==> src/rtl/div_bcd_formatter_if.sv <==
// -----------------------------------------------------------------------------
// div_bcd_formatter_if
// Bundles the result handshake between the long-division controller and the
// BCD formatter, along with the formatter's display-facing outputs.
//   div_done   : one-cycle pulse, quotient/remainder valid
//   div_error  : one-cycle pulse, divide by zero
//   quotient   : unsigned quotient (SIZE bits)
//   remainder  : unsigned remainder (SIZE bits)
//   busy       : formatter is not idle
//   bcd_valid  : one-cycle pulse, q_bcd/r_bcd hold a new result
//   err_flag   : sticky divide-by-zero indication
//   q_bcd      : packed BCD quotient, digit 0 in [3:0]
//   r_bcd      : packed BCD remainder, digit 0 in [3:0]
// Modports: master = divider/display side, slave = formatter.
// -----------------------------------------------------------------------------
interface div_bcd_formatter_if #(
    parameter int SIZE   = 8,
    parameter int DIGITS = 3
);
    logic                  div_done;
    logic                  div_error;
    logic [SIZE-1:0]       quotient;
    logic [SIZE-1:0]       remainder;
    logic                  busy;
    logic                  bcd_valid;
    logic                  err_flag;
    logic [4*DIGITS-1:0]   q_bcd;
    logic [4*DIGITS-1:0]   r_bcd;

    modport master (
        output div_done, div_error, quotient, remainder,
        input  busy, bcd_valid, err_flag, q_bcd, r_bcd
    );

    modport slave (
        input  div_done, div_error, quotient, remainder,
        output busy, bcd_valid, err_flag, q_bcd, r_bcd
    );
endinterface

==> src/rtl/div_bcd_formatter.sv <==
// -----------------------------------------------------------------------------
// div_bcd_formatter
// Captures the divider's quotient and remainder on div_done and converts both
// to packed BCD with a sequential double-dabble (one bit per clock). A
// divide-by-zero pulse clears the displayed values and raises a sticky flag
// that is cleared by the next successful conversion.
// Ports:
//   clk   : system clock, rising edge
//   reset : asynchronous, active-high; returns to IDLE and clears all state
//   bus   : div_bcd_formatter_if.slave (handshake inputs, BCD/status outputs)
// -----------------------------------------------------------------------------
module div_bcd_formatter #(
    parameter int SIZE   = 8,
    parameter int DIGITS = 3
) (
    input  logic               clk,
    input  logic               reset,
    div_bcd_formatter_if.slave bus
);

    localparam int W  = 4 * DIGITS;       // BCD accumulator width
    localparam int SW = W + SIZE;         // {accumulator, binary} shift width
    localparam int CW = $clog2(SIZE + 1); // shift counter width

    typedef enum logic [1:0] {
        IDLE    = 2'd0,
        CONVERT = 2'd1,
        DONE    = 2'd2
    } state_t;

    state_t          state_r;
    state_t          state_nx_s;
    logic [SW-1:0]   q_sr_r;       // quotient: {BCD accumulator, binary}
    logic [SW-1:0]   r_sr_r;       // remainder: {BCD accumulator, binary}
    logic [SW-1:0]   q_step_s;
    logic [SW-1:0]   r_step_s;
    logic [CW-1:0]   cnt_r;
    logic [W-1:0]    q_bcd_r;
    logic [W-1:0]    r_bcd_r;
    logic            err_r;
    logic            busy_r;
    logic            valid_r;

    // Add 3 to every BCD digit that is 5 or more; digits never carry into
    // each other because a digit of at most 9 becomes at most 12.
    function automatic logic [W-1:0] add3_digits(input logic [W-1:0] acc);
        logic [W-1:0] res;
        logic [3:0]   d;
        res = {W{1'b0}};
        for (int i = 0; i < DIGITS; i++) begin
            d = acc[4*i +: 4];
            if (d >= 4'd5) begin
                res[4*i +: 4] = d + 4'd3;
            end else begin
                res[4*i +: 4] = d;
            end
        end
        return res;
    endfunction

    // One double-dabble step for both values: adjust digits, then shift left
    // so the binary MSB enters accumulator bit 0.
    always_comb begin
        q_step_s = {add3_digits(q_sr_r[SW-1:SIZE]), q_sr_r[SIZE-1:0]} << 1'b1;
        r_step_s = {add3_digits(r_sr_r[SW-1:SIZE]), r_sr_r[SIZE-1:0]} << 1'b1;
    end

    // Next-state logic; an error pulse in IDLE takes priority over div_done.
    always_comb begin
        state_nx_s = state_r;
        case (state_r)
            IDLE: begin
                if (bus.div_error) begin
                    state_nx_s = IDLE;
                end else if (bus.div_done) begin
                    state_nx_s = CONVERT;
                end else begin
                    state_nx_s = IDLE;
                end
            end
            CONVERT: begin
                if (cnt_r == CW'(1)) begin
                    state_nx_s = DONE;
                end else begin
                    state_nx_s = CONVERT;
                end
            end
            DONE:    state_nx_s = IDLE;
            default: state_nx_s = IDLE;
        endcase
    end

    // State register.
    always_ff @(posedge clk or posedge reset) begin
        if (reset) begin
            state_r <= IDLE;
        end else begin
            state_r <= state_nx_s;
        end
    end

    // Status outputs registered from the next state so they track the state
    // register exactly, without a decode path on the output.
    always_ff @(posedge clk or posedge reset) begin
        if (reset) begin
            busy_r  <= 1'b0;
            valid_r <= 1'b0;
        end else begin
            busy_r  <= (state_nx_s != IDLE);
            valid_r <= (state_nx_s == DONE);
        end
    end

    // Capture, conversion datapath and result/flag registers.
    always_ff @(posedge clk or posedge reset) begin
        if (reset) begin
            q_sr_r  <= {SW{1'b0}};
            r_sr_r  <= {SW{1'b0}};
            cnt_r   <= {CW{1'b0}};
            q_bcd_r <= {W{1'b0}};
            r_bcd_r <= {W{1'b0}};
            err_r   <= 1'b0;
        end else begin
            case (state_r)
                IDLE: begin
                    if (bus.div_error) begin
                        err_r   <= 1'b1;
                        q_bcd_r <= {W{1'b0}};
                        r_bcd_r <= {W{1'b0}};
                    end else if (bus.div_done) begin
                        q_sr_r <= {{W{1'b0}}, bus.quotient};
                        r_sr_r <= {{W{1'b0}}, bus.remainder};
                        cnt_r  <= CW'(SIZE);
                    end
                end
                CONVERT: begin
                    q_sr_r <= q_step_s;
                    r_sr_r <= r_step_s;
                    cnt_r  <= cnt_r - CW'(1);
                    // Last shift: publish the post-shift accumulators.
                    if (cnt_r == CW'(1)) begin
                        q_bcd_r <= q_step_s[SW-1:SIZE];
                        r_bcd_r <= r_step_s[SW-1:SIZE];
                        err_r   <= 1'b0;
                    end
                end
                DONE: begin
                    cnt_r <= cnt_r;
                end
                default: begin
                    cnt_r <= {CW{1'b0}};
                end
            endcase
        end
    end

    assign bus.busy      = busy_r;
    assign bus.bcd_valid = valid_r;
    assign bus.err_flag  = err_r;
    assign bus.q_bcd     = q_bcd_r;
    assign bus.r_bcd     = r_bcd_r;

endmodule
==> src/flat_wrapper.sv <==
// flat-port wrapper written by rule: the top's interface ports become plain ports
module div_bcd_formatter_flat 
#(
    parameter int SIZE   = 8,
    parameter int DIGITS = 3
)
  (clk, reset, bus_div_done, bus_div_error, bus_quotient, bus_remainder, bus_busy, bus_bcd_valid, bus_err_flag, bus_q_bcd, bus_r_bcd);
  div_bcd_formatter_if #(.SIZE(SIZE), .DIGITS(DIGITS)) bus_i ();
  input  logic clk;
  input  logic reset;
  input wire logic [$bits(bus_i.div_done)-1:0] bus_div_done;
  input wire logic [$bits(bus_i.div_error)-1:0] bus_div_error;
  input wire logic [$bits(bus_i.quotient)-1:0] bus_quotient;
  input wire logic [$bits(bus_i.remainder)-1:0] bus_remainder;
  output wire logic [$bits(bus_i.busy)-1:0] bus_busy;
  output wire logic [$bits(bus_i.bcd_valid)-1:0] bus_bcd_valid;
  output wire logic [$bits(bus_i.err_flag)-1:0] bus_err_flag;
  output wire logic [$bits(bus_i.q_bcd)-1:0] bus_q_bcd;
  output wire logic [$bits(bus_i.r_bcd)-1:0] bus_r_bcd;
  assign bus_i.div_done = bus_div_done;
  assign bus_i.div_error = bus_div_error;
  assign bus_i.quotient = bus_quotient;
  assign bus_i.remainder = bus_remainder;
  assign bus_busy = bus_i.busy;
  assign bus_bcd_valid = bus_i.bcd_valid;
  assign bus_err_flag = bus_i.err_flag;
  assign bus_q_bcd = bus_i.q_bcd;
  assign bus_r_bcd = bus_i.r_bcd;
  div_bcd_formatter #(.SIZE(SIZE), .DIGITS(DIGITS)) u_core (.clk(clk), .reset(reset), .bus(bus_i));
endmodule
==> config.mk <==
export PLATFORM = sky130hd
export DESIGN_NAME = div_bcd_formatter_flat
export DESIGN_NICKNAME = d
export VERILOG_FILES = /design/src/rtl/div_bcd_formatter_if.sv /design/src/rtl/div_bcd_formatter.sv /design/src/flat_wrapper.sv
export SDC_FILE = /design/constraint.sdc
export NUM_CORES = 1
export LEC_CHECK = 0
export BUFFER_PORTS_ARGS = -buffer_cell sky130_fd_sc_hd__buf_2
export CORE_MARGIN = 5
export CORE_UTILIZATION = 45
export DETAILED_ROUTE_END_ITERATION = 12
export GPL_ROUTABILITY_DRIVEN = 1
export PLACE_DENSITY = 0.67
export SETUP_SLACK_MARGIN = 0.2
export SLEW_MARGIN = 25
export SYNTH_ARGS = -nofsm -noshare
export SYNTH_HDL_FRONTEND = slang
export SYNTH_SLANG_ARGS = --single-unit
==> constraint.sdc <==
create_clock -name clk -period 2.15 [get_ports clk]
set_input_delay 0.1075 -clock clk [delete_from_list [all_inputs] [get_ports clk]]
set_output_delay 0.1075 -clock clk [all_outputs]
set_load 0.005 [all_outputs]
==> summary.md <==
| Metric | Value |
|---|---|
| Post-synth top area cell | `dfrtp_1` |
| Pin slew with the least headroom to its limit | `~0.75 ns` |
| Clock latency on the worst-skew pair | `0.35 ns` |
| Vias per cell | `5.28` |
| Pwr dens | `1500 nW/um2` |
| Initial antenna violation count | `0` |
| Sink Count | `between 70 and 80` |
| DR WL/cell | `about 15 um` |
| Pin count of the biggest net entering global routing | `41` |
| Max IR drop VDD | `685 uV` |
| CP Cell Sequence | `nor2b_4 > buf_4 > a21oi_2 > buf_4 > o31ai_1` |
| DRC errors left | `0` |
| TritonRoute pass-1 iters | `6` |
| WP buf/inv | `2` |
| Multi-input gate area | `1410 um2` |
| Final nets | `about 400` |
| Outcome | `finished clean` |
| Antenna-violating nets left | `0` |
| Post_cts resized | `0` |
| Bufs on Longest Clock Path | `2` |
| Register area | `1830 um2` |
| Worst path max stage delay | `0.53 ns` |
| Minimum clock period | `1.71 ns` |
| # H-tree levels | `3` |
| Layout cells sized above 1 | `0.230` |
| Diodes inserted | `0` |
| Static Leakage | `1.93 nW` |
| Critical path depth in cells | `5` |
| Main area contributors after synthesis | `dfrtp_1, a22o_1, ha_1, nor2_1, o22ai_2` |
| Grt ovf | `0` |
| Unrepaired setup endpoints after global routing | `false` |
| Row count | `31` |
| Dpl cell area | `3740 um2` |
| Post-Synthesis Cells | `a little over 300` |
| Synth warnings | `0` |
| Global-route wire length before repair | `12000 um` |
| Post-route cell area | `4060 um2` |
| CTS tree | `done` |
| M1 GR Usage | `0.194` |
| GR peak layer | `met2` |
| Die Y | `roughly 97 um` |
| Slowest cell on the critical path | `dfrtp_1` |
| Worst EP required | `2.41 ns` |
| Final Cycle Share | `0.795` |
| Family with the most delay on the worst path | `flip-flops` |
| Max transition margin | `0.500` |
| GR met3 Demand/Resource | `0.0495` |
| IO buf count | `46` |
| Clock skew | `a little over 0.01 ns` |
| Synth cell types | `31` |
| Setup Fix Bufs, Post-CTS | `0` |
| R2R Setup Slk | `0.44 ns` |
| Total wire length | `7240 um` |
| Routing usage on met2 | `0.263` |
| CTS Buf Count | `9` |
| Max FO, Critical Path | `22` |
| Seq cells post-synth | `73` |
| Post-synth ARST share | `1.00` |
| Fill cells | `673` |
| # hold bufs at CTS | `15` |
| Critical path class | `reg2reg` |
| Fin. Hold Viols | `0` |
| Tot GR Track Use | `0.158` |
| Clock Tree Root | `clkbuf_8` |
| Setup violators final | `0` |
| Die area | `9460 um2` |
| Layout Area Growth over Synthesis | `18.5%` |
| Max Clk Rate | `0.585 GHz` |
| DRT iter0 DRCs | `roughly 110` |
| Crit path DAT | `just under 2 ns` |
| DP HPWL | `just under 5000 um` |
| Core area | `7330 um2` |
| Most common cell in the netlist | `dfrtp_1` |
| CP Launch Type | `register` |
| Mapped cell area | `3430 um2` |
| Primary FF master, synth | `dfrtp_1` |
| Post-synth top cells | `dfrtp_1, nor2_1, a22o_1` |
| Sequential area share after synthesis | `0.533` |
| Final Max Tran Viols | `0` |
| Die Wd | `around 97 um` |
| Placer Congestion | `0.798` |
| Crit. End Element | `register` |
| Ports | `between 40 and 50` |
| Initial core utilization | `0.468` |
| Max_cap viols | `0` |
| Mean Syn Cell Area | `11.2 um2` |
| CTS clock-pin slew for the worst setup and hold paths | `roughly 0.080 ns` |
| FF-to-FF path depth | `5` |
| Hold Path Stages | `3` |
| HP Class | `in2reg` |
| Final TNS setup | `0 ns` |
| Routed vias | `2496` |
| Most frequent CP cell | `buf_4` |
| Vias in the first global route | `2467` |
| Mapped Nets | `about 340` |
| Yosys top cell area share | `0.533` |
| Post-synth EDFFs | `0` |
[state kept, by name, summed over array words and instances (netlist names), 2 cells and up]
signal	count
u_core.bus.q_bcd	12
u_core.bus.r_bcd	12
u_core.cnt_r	4
u_core.q_sr_r	20
u_core.r_sr_r	20
u_core.state_r	2
[area by class of cell]
class	count	share of cell area
clock inverters	5	0.00770
repair buffers	69	0.111
inverters	20	0.0194
flip-flops and latches	73	0.450
multi-input cells	196	0.347
clock buffers	11	0.0348
well taps	99	0.0305
[stage by stage]
stage	util	cells	setup WS (ns)	hold slack, ns	power (mW)
2_1_floorplan	-	305	0.716	0.240	4.43
3_3_place_gp	0.510	442	0.476	0.266	5.07
3_5_place_dp	0.510	442	0.440	0.272	5.15
4_1_cts	0.554	473	0.422	0.00120	6.15
5_1_grt	0.554	473	0.290	0.0238	6.58
6_report	0.554	473	0.441	0.0104	6.09
[final timing paths]
kind                                            startpoint                          endpoint
max                            u_core.state_r[0]$_DFF_PP0_  u_core.bus.r_bcd[11]$_DFFE_PP0P_
min                                       bus_remainder[3]      u_core.r_sr_r[3]$_DFFE_PP0P_
max reg2reg                    u_core.state_r[0]$_DFF_PP0_  u_core.bus.r_bcd[11]$_DFFE_PP0P_
min reg2reg                u_core.bus.q_bcd[7]$_DFFE_PP0P_   u_core.bus.q_bcd[7]$_DFFE_PP0P_
max in group asynchronous                            reset     u_core.r_sr_r[10]$_DFFE_PP0P_
min in group asynchronous                            reset     u_core.q_sr_r[18]$_DFFE_PP0P_
[worst register-to-register path: stages (launching register included)]
cell	delay (ns)
dfrtp_1	0.53
nor2b_4	0.22
buf_4	0.29
a21oi_2	0.10
buf_4	0.22
o31ai_1	0.26
[cells in the final DEF, fill, tap and decap left out, types with 8 or more instances in the layout]
| master | Yosys | layout |
|---|---|---|
| buf_2 | 7 | 46 |
| o22ai_2 | 9 | 9 |
| nand2_1 | 15 | 15 |
| o31ai_1 | 13 | 13 |
| dlygate4sd3_1 | 0 | 15 |
| nor2_1 | 30 | 30 |
| o22ai_1 | 9 | 9 |
| nand2b_1 | 8 | 8 |
| clkbuf_8 | 0 | 10 |
| a21oi_1 | 16 | 16 |
| inv_1 | 19 | 18 |
| a22o_1 | 26 | 26 |
| nor3b_1 | 10 | 10 |
| o21ai_0 | 13 | 13 |
| dfrtp_1 | 73 | 73 |
| ha_1 | 14 | 14 |
[power breakdown]
| part | switching [mW] | internal [mW] |
|---|---|---|
| combinational | 1.47 | 1.24 |
| clock | 0.520 | 0.447 |
| sequential | 0.458 | 1.95 |
[cells by family (layout without fill, tap and decap cells)]
family          Yosys count  in the layout  share of synthesized area
compound gates           99             99                      0.221
flops                    73             73                      0.533
simple gates             70             70                      0.104
buf+inv                  36            105                     0.0562
fa+ha+maj                14             14                     0.0511
xor+xnor                  7              7                     0.0179
mux                       6              6                     0.0175
[metal layers]
metal / up-vias / share of wire / wire length, um
met5: - / 0 / 0
met4: 0 / 0.0087 / 63
met3: 7 / 0.053 / 387
met2: 59 / 0.49 / 3530
met1: 1206 / 0.45 / 3260
li1: 1224 / - / -
No activity file was read; power rests on OpenSTA's default activity.
